`config.mk`:
```
export PLATFORM = sky130hd
export DESIGN_NAME = mult_share_ctrl
export DESIGN_NICKNAME = d
export VERILOG_FILES = /design/src/rtl/mult_share_ctrl.sv
export SDC_FILE = /design/constraint.sdc
export NUM_CORES = 1
export LEC_CHECK = 0
export BUFFER_PORTS_ARGS = -buffer_cell sky130_fd_sc_hd__buf_2
export CAP_MARGIN = 20
export CORE_UTILIZATION = 46
export DETAILED_ROUTE_END_ITERATION = 8
export HOLD_SLACK_MARGIN = 0.05
export PLACE_DENSITY = 0.72
export SETUP_SLACK_MARGIN = 0.3
export SLEW_MARGIN = 10
export SYNTH_ARGS = -nofsm -noshare
export SYNTH_HDL_FRONTEND = slang
export SYNTH_SLANG_ARGS = --single-unit
```
`constraint.sdc`:
```
create_clock -name clk -period 3.9 [get_ports clk]
set_input_delay 0.195 -clock clk [delete_from_list [all_inputs] [get_ports clk]]
set_output_delay 0.195 -clock clk [all_outputs]
set_load 0.01 [all_outputs]
```
`src/rtl/mult_share_ctrl.sv`:
```
// Shares one 2-stage registered multiplier between NUM_REQ requesters, round-robin, tagging results by id.
// Latency: grant in cycle t, response visible in cycle t+LATENCY+1 (registered show-ahead FIFO output).
// Backpressure: credit-gated issue; grants stop while credits==0, resume the cycle after a response pop.
// Build option: define MULT_SHARE_FIXED_PRIO_EN for fixed lowest-index-wins priority (no RR pointer).
module mult_share_ctrl #(
    parameter int DATA_WIDTH = 32,
    parameter int NUM_REQ    = 4,
    parameter int LATENCY    = 2,
    parameter int RESP_DEPTH = 4,
    localparam int IDW       = $clog2(NUM_REQ)
) (
    input  logic                          clk,
    input  logic                          rst_n,
    input  logic [NUM_REQ-1:0]            req_valid,
    input  logic [NUM_REQ*DATA_WIDTH-1:0] req_a,
    input  logic [NUM_REQ*DATA_WIDTH-1:0] req_b,
    output logic [NUM_REQ-1:0]            req_ready,
    output logic                          mult_enable,
    output logic [DATA_WIDTH-1:0]         mult_a,
    output logic [DATA_WIDTH-1:0]         mult_b,
    input  logic [2*DATA_WIDTH-1:0]       mult_result,
    output logic                          resp_valid,
    input  logic                          resp_ready,
    output logic [IDW-1:0]                resp_id,
    output logic [2*DATA_WIDTH-1:0]       resp_result
);

    localparam int CW = $clog2(RESP_DEPTH + 1);
    localparam int PW = $clog2(RESP_DEPTH);
    localparam int RW = 2 * DATA_WIDTH;

    // Credits stand for free response slots not yet claimed by in-flight or queued results.
    logic [CW-1:0]  credit_q, credit_d;
    logic [IDW-1:0] start_ptr;
    logic [IDW:0]   cand_w;
    logic [IDW-1:0] cand_id;
    logic           issue_ok;
    logic           grant_vld;
    logic [IDW-1:0] grant_id;
    logic           issue;
    logic           pop;
    logic           push;
    logic [IDW-1:0] push_id;

    logic [LATENCY-1:0] fl_vld_q;
    logic [IDW-1:0]     fl_id_q [LATENCY];

    logic [CW-1:0]  count_q, count_d;
    logic [PW-1:0]  rd_q, rd_d, wr_q, wr_d;
    logic [IDW-1:0] mem_id [RESP_DEPTH];
    logic [RW-1:0]  mem_res [RESP_DEPTH];
    logic           resp_vld_q, resp_vld_d;
    logic [IDW-1:0] resp_id_q, resp_id_d;
    logic [RW-1:0]  resp_res_q, resp_res_d;

    function automatic logic [PW-1:0] ptr_inc(input logic [PW-1:0] p);
        return (p == PW'(RESP_DEPTH - 1)) ? '0 : p + PW'(1);
    endfunction

    // Gating with rst_n keeps grants low for the whole reset assertion, not just after the first edge.
    assign issue_ok = rst_n && (credit_q != '0);

`ifdef MULT_SHARE_FIXED_PRIO_EN
    assign start_ptr = '0;
`else
    logic [IDW-1:0] rr_q, rr_d;

    assign start_ptr = rr_q;

    // Pointer moves past the granted requester only when a handshake actually happens.
    always_comb begin
        rr_d = rr_q;
        if (issue) begin
            rr_d = (grant_id == IDW'(NUM_REQ - 1)) ? '0 : grant_id + IDW'(1);
        end
    end

    // Round-robin pointer register.
    always_ff @(posedge clk or negedge rst_n) begin
        if (!rst_n) begin
            rr_q <= '0;
        end else begin
            rr_q <= rr_d;
        end
    end
`endif

    // Scan requesters from the start pointer; first valid one wins when a credit is available.
    always_comb begin
        grant_vld = 1'b0;
        grant_id  = '0;
        cand_w    = '0;
        cand_id   = '0;
        for (int i = 0; i < NUM_REQ; i++) begin
            cand_w = {1'b0, start_ptr} + (IDW + 1)'(i);
            if (cand_w >= (IDW + 1)'(NUM_REQ)) begin
                cand_w = cand_w - (IDW + 1)'(NUM_REQ);
            end
            cand_id = cand_w[IDW-1:0];
            if (!grant_vld && issue_ok && req_valid[cand_id]) begin
                grant_vld = 1'b1;
                grant_id  = cand_id;
            end
        end
    end

    assign issue = grant_vld;

    // One-hot ready and operand mux; operands are zero when nothing is granted.
    always_comb begin
        req_ready = '0;
        mult_a    = '0;
        mult_b    = '0;
        for (int k = 0; k < NUM_REQ; k++) begin
            if (grant_vld && (grant_id == IDW'(k))) begin
                req_ready[k] = 1'b1;
                mult_a       = req_a[k*DATA_WIDTH +: DATA_WIDTH];
                mult_b       = req_b[k*DATA_WIDTH +: DATA_WIDTH];
            end
        end
    end

    // In-flight shadow of the multiplier pipeline: {valid,id} per stage.
    always_ff @(posedge clk or negedge rst_n) begin
        if (!rst_n) begin
            fl_vld_q <= '0;
            for (int i = 0; i < LATENCY; i++) begin
                fl_id_q[i] <= '0;
            end
        end else begin
            fl_vld_q[0] <= issue;
            fl_id_q[0]  <= grant_id;
            for (int i = 1; i < LATENCY; i++) begin
                fl_vld_q[i] <= fl_vld_q[i-1];
                fl_id_q[i]  <= fl_id_q[i-1];
            end
        end
    end

    assign push        = fl_vld_q[LATENCY-1];
    assign push_id     = fl_id_q[LATENCY-1];
    assign pop         = resp_vld_q && resp_ready;
    assign mult_enable = issue || (|fl_vld_q);

    // Issue claims a credit, pop returns one; both together cancel out.
    always_comb begin
        credit_d = credit_q;
        if (issue && !pop) begin
            credit_d = credit_q - CW'(1);
        end else if (!issue && pop) begin
            credit_d = credit_q + CW'(1);
        end
    end

    // Credit counter register.
    always_ff @(posedge clk or negedge rst_n) begin
        if (!rst_n) begin
            credit_q <= CW'(RESP_DEPTH);
        end else begin
            credit_q <= credit_d;
        end
    end

    // FIFO bookkeeping and next head; a push into an empty (or emptying) queue bypasses storage.
    always_comb begin
        rd_d       = rd_q;
        wr_d       = wr_q;
        count_d    = count_q;
        resp_id_d  = resp_id_q;
        resp_res_d = resp_res_q;
        if (push) begin
            wr_d = ptr_inc(wr_q);
        end
        if (pop) begin
            rd_d = ptr_inc(rd_q);
        end
        if (push && !pop) begin
            count_d = count_q + CW'(1);
        end else if (!push && pop) begin
            count_d = count_q - CW'(1);
        end
        resp_vld_d = (count_d != '0);
        if (count_d != '0) begin
            if (push && (rd_d == wr_q)) begin
                resp_id_d  = push_id;
                resp_res_d = mult_result;
            end else begin
                resp_id_d  = mem_id[rd_d];
                resp_res_d = mem_res[rd_d];
            end
        end
    end

    // FIFO pointers, count and registered head outputs.
    always_ff @(posedge clk or negedge rst_n) begin
        if (!rst_n) begin
            rd_q       <= '0;
            wr_q       <= '0;
            count_q    <= '0;
            resp_vld_q <= 1'b0;
            resp_id_q  <= '0;
            resp_res_q <= '0;
        end else begin
            rd_q       <= rd_d;
            wr_q       <= wr_d;
            count_q    <= count_d;
            resp_vld_q <= resp_vld_d;
            resp_id_q  <= resp_id_d;
            resp_res_q <= resp_res_d;
        end
    end

    // Response storage; contents are don't-care until written, so no reset.
    always_ff @(posedge clk) begin
        if (push) begin
            mem_id[wr_q]  <= push_id;
            mem_res[wr_q] <= mult_result;
        end
    end

    assign resp_valid  = resp_vld_q;
    assign resp_id     = resp_id_q;
    assign resp_result = resp_res_q;

endmodule

```
[After elaboration in Yosys (flattened, before gate mapping)]
Memories as Yosys holds them, arrays and structs flattened. A register that Yosys moved wholly into a read port is not among the register bits.
Index checks and enable logic that the tools add are counted.
Word-level totals
  output and inout port bits: 136
  input port bits: 327
  logic and storage cells: 111
  RAM bits: 264
  register bits: 19
  memories: 2
Memory list
  mem_res: words 4, bits a word 64, read ports 1, clocked after Yosys merged registers in 1, write ports 1, RTL line 51  | logic [RW-1:0] mem_res [RESP_DEPTH];
  mem_id: words 4, bits a word 2, read ports 1, clocked after Yosys merged registers in 1, write ports 1, RTL line 50  | logic [IDW-1:0] mem_id [RESP_DEPTH];
Operators by class
  magnitude comparators: 8
  add/sub/neg operators: 14
  mux-type cells: 42
  reductions and logical operators: 31
  equal/unequal tests: 5
Operators with widths (count)
  32-bit two-way mux: 8
  2-bit two-way mux: 12
  1-bit logical AND: 17
  1-bit two-way mux: 14
  2-bit by 3-bit less-than comparator with 1-bit output, second input constant: 4
  3-bit two-way mux: 4
  3-bit >= comparator, second input constant: 3
  1-bit binary-select mux with 2-bit select: 4
  2-bit == test, second input constant: 4
  1-bit zero test: 8
  2-bit by 1-bit subtractor with 2-bit output, second input constant: 4
  2-bit by 1-bit adder with 2-bit output, second input constant: 3
  2-bit by 2-bit adder with 3-bit output, second input constant: 2
  3-bit by 1-bit adder with 3-bit output, second input constant: 2
  3-bit nonzero test: 2
  3-bit by 1-bit subtractor with 3-bit output, second input constant: 2
  2-bit by 1-bit adder with 3-bit output, second input constant: 1
  2-bit by 3-bit >= comparator with 1-bit output, second input constant: 1
  2-bit by 1-bit == test with 1-bit output, second input constant: 1
  2-bit zero test: 1
  2-bit nonzero test: 1
  2-bit OR reduction: 1
  1-bit logical OR: 1

[Depth between registers and ports, before layout]
  depth in word-level cells: 24
  mapped depth: 14
  gate-level depth less buffers: 11

[Worst setup path after synthesis]
Ideal clock, no wire load.
  path type: flip-flop to output port
  from: register rr_q[1]
  to: output port mult_a[0]
  stages on the path, launching flop included: 13
  slack: 1084 ps
  arrival: 2621 ps
  buffers on the path: 3
  required time: 3705 ps
  cells stage by stage: dfrtp_1 > clkbuf_1 > nand2_1 > o211a_1 > nor4_1 > inv_1 > ha_1 > inv_2 > clkbuf_1 > clkbuf_1 > o211a_1 > a21oi_1 > nor2_1
On the way
  longest elaborated chain between the ends: 24
  elaborated cells between the ends (all ways): 53
  those cells by class: 7 x add/sub; 4 x order compare; 3 x eq/ne; 24 x mux; 15 x reduce/logical
Ends and longest elaborated chain
  start, declared: RTL line 66  | logic [IDW-1:0] rr_q, rr_d;
  start signal, assigned: RTL line 83  | rr_q <= rr_d;
  2-bit by 3-bit >= comparator with 1-bit output or 2-bit by 1-bit subtractor with 2-bit output (tied branches): RTL line 96, 97
  2-bit two-way mux: RTL line 96  | if (cand_w >= (IDW + 1)'(NUM_REQ)) begin
  1-bit binary-select mux with 2-bit select: RTL line 100  | if (!grant_vld && issue_ok && req_valid[cand_id]) begin
  1-bit two-way mux (not written as such): RTL line 100
  1-bit logical AND: RTL line 100
  1-bit two-way mux: RTL line 100
  1-bit zero test: RTL line 100
  1-bit logical AND (2 in series): RTL line 100
  (+5 left out)
  1-bit zero test: RTL line 100
  1-bit logical AND (2 in series): RTL line 100
  2-bit two-way mux *: RTL line 100
  net grant_id[0]: RTL line 39  | logic [IDW-1:0] grant_id;
  2-bit zero test: RTL line 115  | if (grant_vld && (grant_id == IDW'(k))) begin
  1-bit logical AND: RTL line 115
  32-bit two-way mux (3 in series): RTL line 115
  32-bit two-way mux *: RTL line 115
  end, declared: RTL line 19  | output logic [DATA_WIDTH-1:0] mult_a,
The timed path passes the listed nets; every way through them passes the cells marked *. The select of a mux whose other input is x is not followed.

[Worst setup path in the final report]
  from: register rr_q[0]
  to: output port mult_b[0]
On the way
  longest elaborated chain between the ends: 24
  elaborated cells between the ends (all ways): 53
  those cells by class: 7 x add/sub; 4 x order compare; 3 x eq/ne; 24 x mux; 15 x reduce/logical
Ends and longest elaborated chain
  2-bit by 3-bit >= comparator with 1-bit output or 2-bit by 1-bit subtractor with 2-bit output (tied branches): RTL line 96, 97
  2-bit two-way mux: RTL line 96
  1-bit binary-select mux with 2-bit select: RTL line 100
  1-bit two-way mux (not written as such): RTL line 100
  1-bit logical AND: RTL line 100
  1-bit two-way mux: RTL line 100
  1-bit zero test: RTL line 100
  1-bit logical AND (2 in series): RTL line 100
  (+5 left out)
  1-bit zero test: RTL line 100
  1-bit logical AND (2 in series): RTL line 100
  2-bit two-way mux *: RTL line 100
  net grant_id[0]: RTL line 39
  2-bit zero test: RTL line 115
  1-bit logical AND: RTL line 115
  32-bit two-way mux (3 in series): RTL line 115
  32-bit two-way mux *: RTL line 115
  end, declared: RTL line 20  | output logic [DATA_WIDTH-1:0] mult_b,
Marked as above.

==> results.md <==
- Max Clock Skew: ~0.027 ns
- Residual DRC count: 0
- Number of antenna violations at the first check in global routing: 14
- Area delta synth->final: 28.2%
- Fmax: 291 MHz
- Core Area: 35600 um^2
- Syn_nets: 1695
- Drt first pass iters: 5
- Overall Power: 16.6 mW
- CP top delay family: buffers and inverters
- Nets: around 2200
- TritonCTS buffer count: 34
- Worst-path clk slew: 0.06 ns
- Mux cell area share after synthesis: 9.21%
- Largest family of logic cells by synthesized area: compound AO/OA/AOI/OAI gates
- Seq/Total Area, Yosys: approximately three fifths
- H-tree depth: 2
- Maximum number of pins on one net before global-route repair: slightly below 70
- HP Class: input pin to flip-flop
- CP arrival: 3.24 ns
- Xor/xnor share of the synthesized area: less than 1%
- Top-count cell post-synth: edfxtp_1
- Initial core utilization: a little under half
- Setup TNS Final: 0 ns
- Vias/cell: 5.88
- Kind of critical path: flip-flop to output port
- Synth area leader: edfxtp_1
- Peak supply drop: approximately 0.00066 V
- # IOs: 463
- Top cells by count, synth: edfxtp_1 (264), mux2_2 (133), nand2_1 (133)
- Die height: 192 um
- Vias in the first global route: 13200
- Global route overflow: 0
- Synth area leaders: edfxtp_1 (48%), dfrtp_1 (13%), mux2_2 (9.0%)
- Avg Synthesized Cell Area: between 10 and 15 um^2
- GP Congestion: roughly 1
- Core Util, Final: between 50% and 60%
- Via Count: 13700
- Compound-Gate Fraction of Synth Area: 15.5%
- First-pass GRT wire length: 82800 um
- GRT Overall Usage: 30.2%
- Relative slew slack: 26.1%
- Number of synthesized flops with an enable pin: ~260
- Place WS: 0.636 ns
- Wirelength, routed: 57200 um
- Clock Sink Count: 349
- Worst Slack Setup Final: 0.468 ns
- Post-Synth Simple-Gate Area: 9.75%
- Synth cell types: 52
- Total die area: approximately 37000 um^2
- Ys flop type: edfxtp_1
- Leakage: 8.78 nW
- Hpwl dp: 38300 um
- DR iter-0 viols: 1086
- Cell breakdown of the critical path: inv_1, o211a_1, nor4_1, buf_4, inv_1, ha_1, bufinv_16, buf_4, o211ai_1, o211a_1, a21oi_2, nor2_1, buf_2
- Synth Register Bits: approximately 350
- Worst path bufs/invs: 6
- Synth top area share: 47.7%
- Unrepaired setup endpoints after global routing: false
- Startpoint Class: flip-flop
- Worst slew pin tran: 1.11 ns
- Fraction of layout cells with a size suffix above 1: 38.4%
- Adder-cell share of the synthesized area: under 10%
- Synth Cell Area: around 17000 um^2
- Yosys warning count: 0
- Max-slew violations: 0
- Final setup vio count: 0
- Clock Path Buffers: 3
- WL/cell: 24.6 um
- CP required: 3.70 ns
- Cell Pwr Density: 779 nW/um^2
- Crit end category: output port
- Worst skew pair latency: 0.52 ns
- Critical path's slowest cell: dfrtp_1
- Critical path's largest stage delay: between 0.4 and 0.5 ns
- Die width: 192 um
- Post-synthesis cell count: between 1000 and 1500
- Antenna Violating Nets Remaining: 0
- Asr flop ratio synth: 24.4%
- Fin crit share: 88.0%
- Max-cap viol count: 0
- FP Rows: 69
- WHS: 0.113 ns
- CP max FO: 32
- Minimum clock period: 3.43 ns
- Status: finished clean
- CTS tree: yes
- IO buf count: 462
- Root buffer cell: clkbuf_16
- Hold Vio Cnt, Final: 0
[registers in the layout, indices dropped and copies added (netlist names), 3 cells and up]
signal,count
resp_result,64
mem_res,256
mem_id,8
count_q,3
credit_q,3
[worst paths after layout]
path / startpoint / depth (start not counted) / to / slack (ns)
max: rr_q[0] / 13 / mult_b[0] / 0.47
min: req_valid[1] / 3 / rr_q[0] / 0.11
max reg2reg: resp_valid / 6 / resp_result[36] / 1.02
min reg2reg: fl_id_q[2] / 0 / push_id[0] / 0.36
max in group asynchronous: rst_n / 4 / rr_q[1] / 2.28
min in group asynchronous: rst_n / 3 / resp_result[6] / 0.46
[layout by cell type (no fill, tap or decap), drive strengths merged, types with 2 or more instances in the layout]
cell type	count
a31oi	68
nand3	67
o211a	63
clkbuf	51
dfrtp	84
diode	15
a21oi	68
bufinv	3
xnor2	4
o211ai	62
nor2b	5
ha	12
dlygate4sd3	65
inv	18
nor2	74
nor3	68
and3	3
a22oi	67
edfxtp	264
nand2b	2
a221oi	2
and2	8
o21ai	6
clkinv	8
mux2i	2
buf	494
xor2	2
mux2	133
nand2	133
[layout make-up]
cell class | instances | area, um^2
Tap cell | 461 | 577
Fill cell | 2879 | 14300
Inverter | 17 | 90.1
Antenna cell | 15 | 37.5
Multi-Input combinational cell | 867 | 6040
Clock inverter | 12 | 125
Timing Repair Buffer | 560 | 3370
Clock buffer | 50 | 992
Sequential cell | 349 | 10100
[stage by stage]
stage	area [um^2]	instances
floorplan	16600	1355
global placement	19400	2186
detailed placement	19400	2186
CTS	21100	2313
global route	21300	2327
finish	21300	2331
[worst reg2reg max path, delay by kind of cell (launching register included)]
kind | cells | cell delay [ns]
and+or+nand+nor | 1 | 0.33
muxes | 2 | 1.13
DFF | 1 | 0.43
AOI/OAI and AO/OA | 2 | 0.39
buffers and inverters | 1 | 0.46
[logic make-up (layout without fill, tap and decap cells)]
group	Yosys count	count (layout)
AO/OA/AOI/OAI	346	346
XOR/XNOR	6	6
adder cells (fa/ha/maj)	13	13
buffers and inverters	139	639
flip-flops	349	349
multiplexers	135	135
other	0	15
AND/OR/NAND/NOR	367	367
[power by group]
group	internal [mW]	switching [mW]
registers	5.09	0.397
clock network	1.91	1.36
logic	3.25	4.57
[per-layer routing]
metal	part of all wire [%]	global-route usage, %
met2	49	49.8
met5	0.017	0
met1	42	41.5
met3	6.9	4.39
met4	2.1	8.42
[repair_timing]
action                     4_1_cts  5_1_grt
resized for setup                2        8
pin swaps                        0        1
gates cloned                     0        1
setup endpoints to repair        4       51
hold buffers                    65        0
hold endpoints to repair       300        0
buffers inserted                 0        2
No activity file was read; power rests on OpenSTA's default activity.
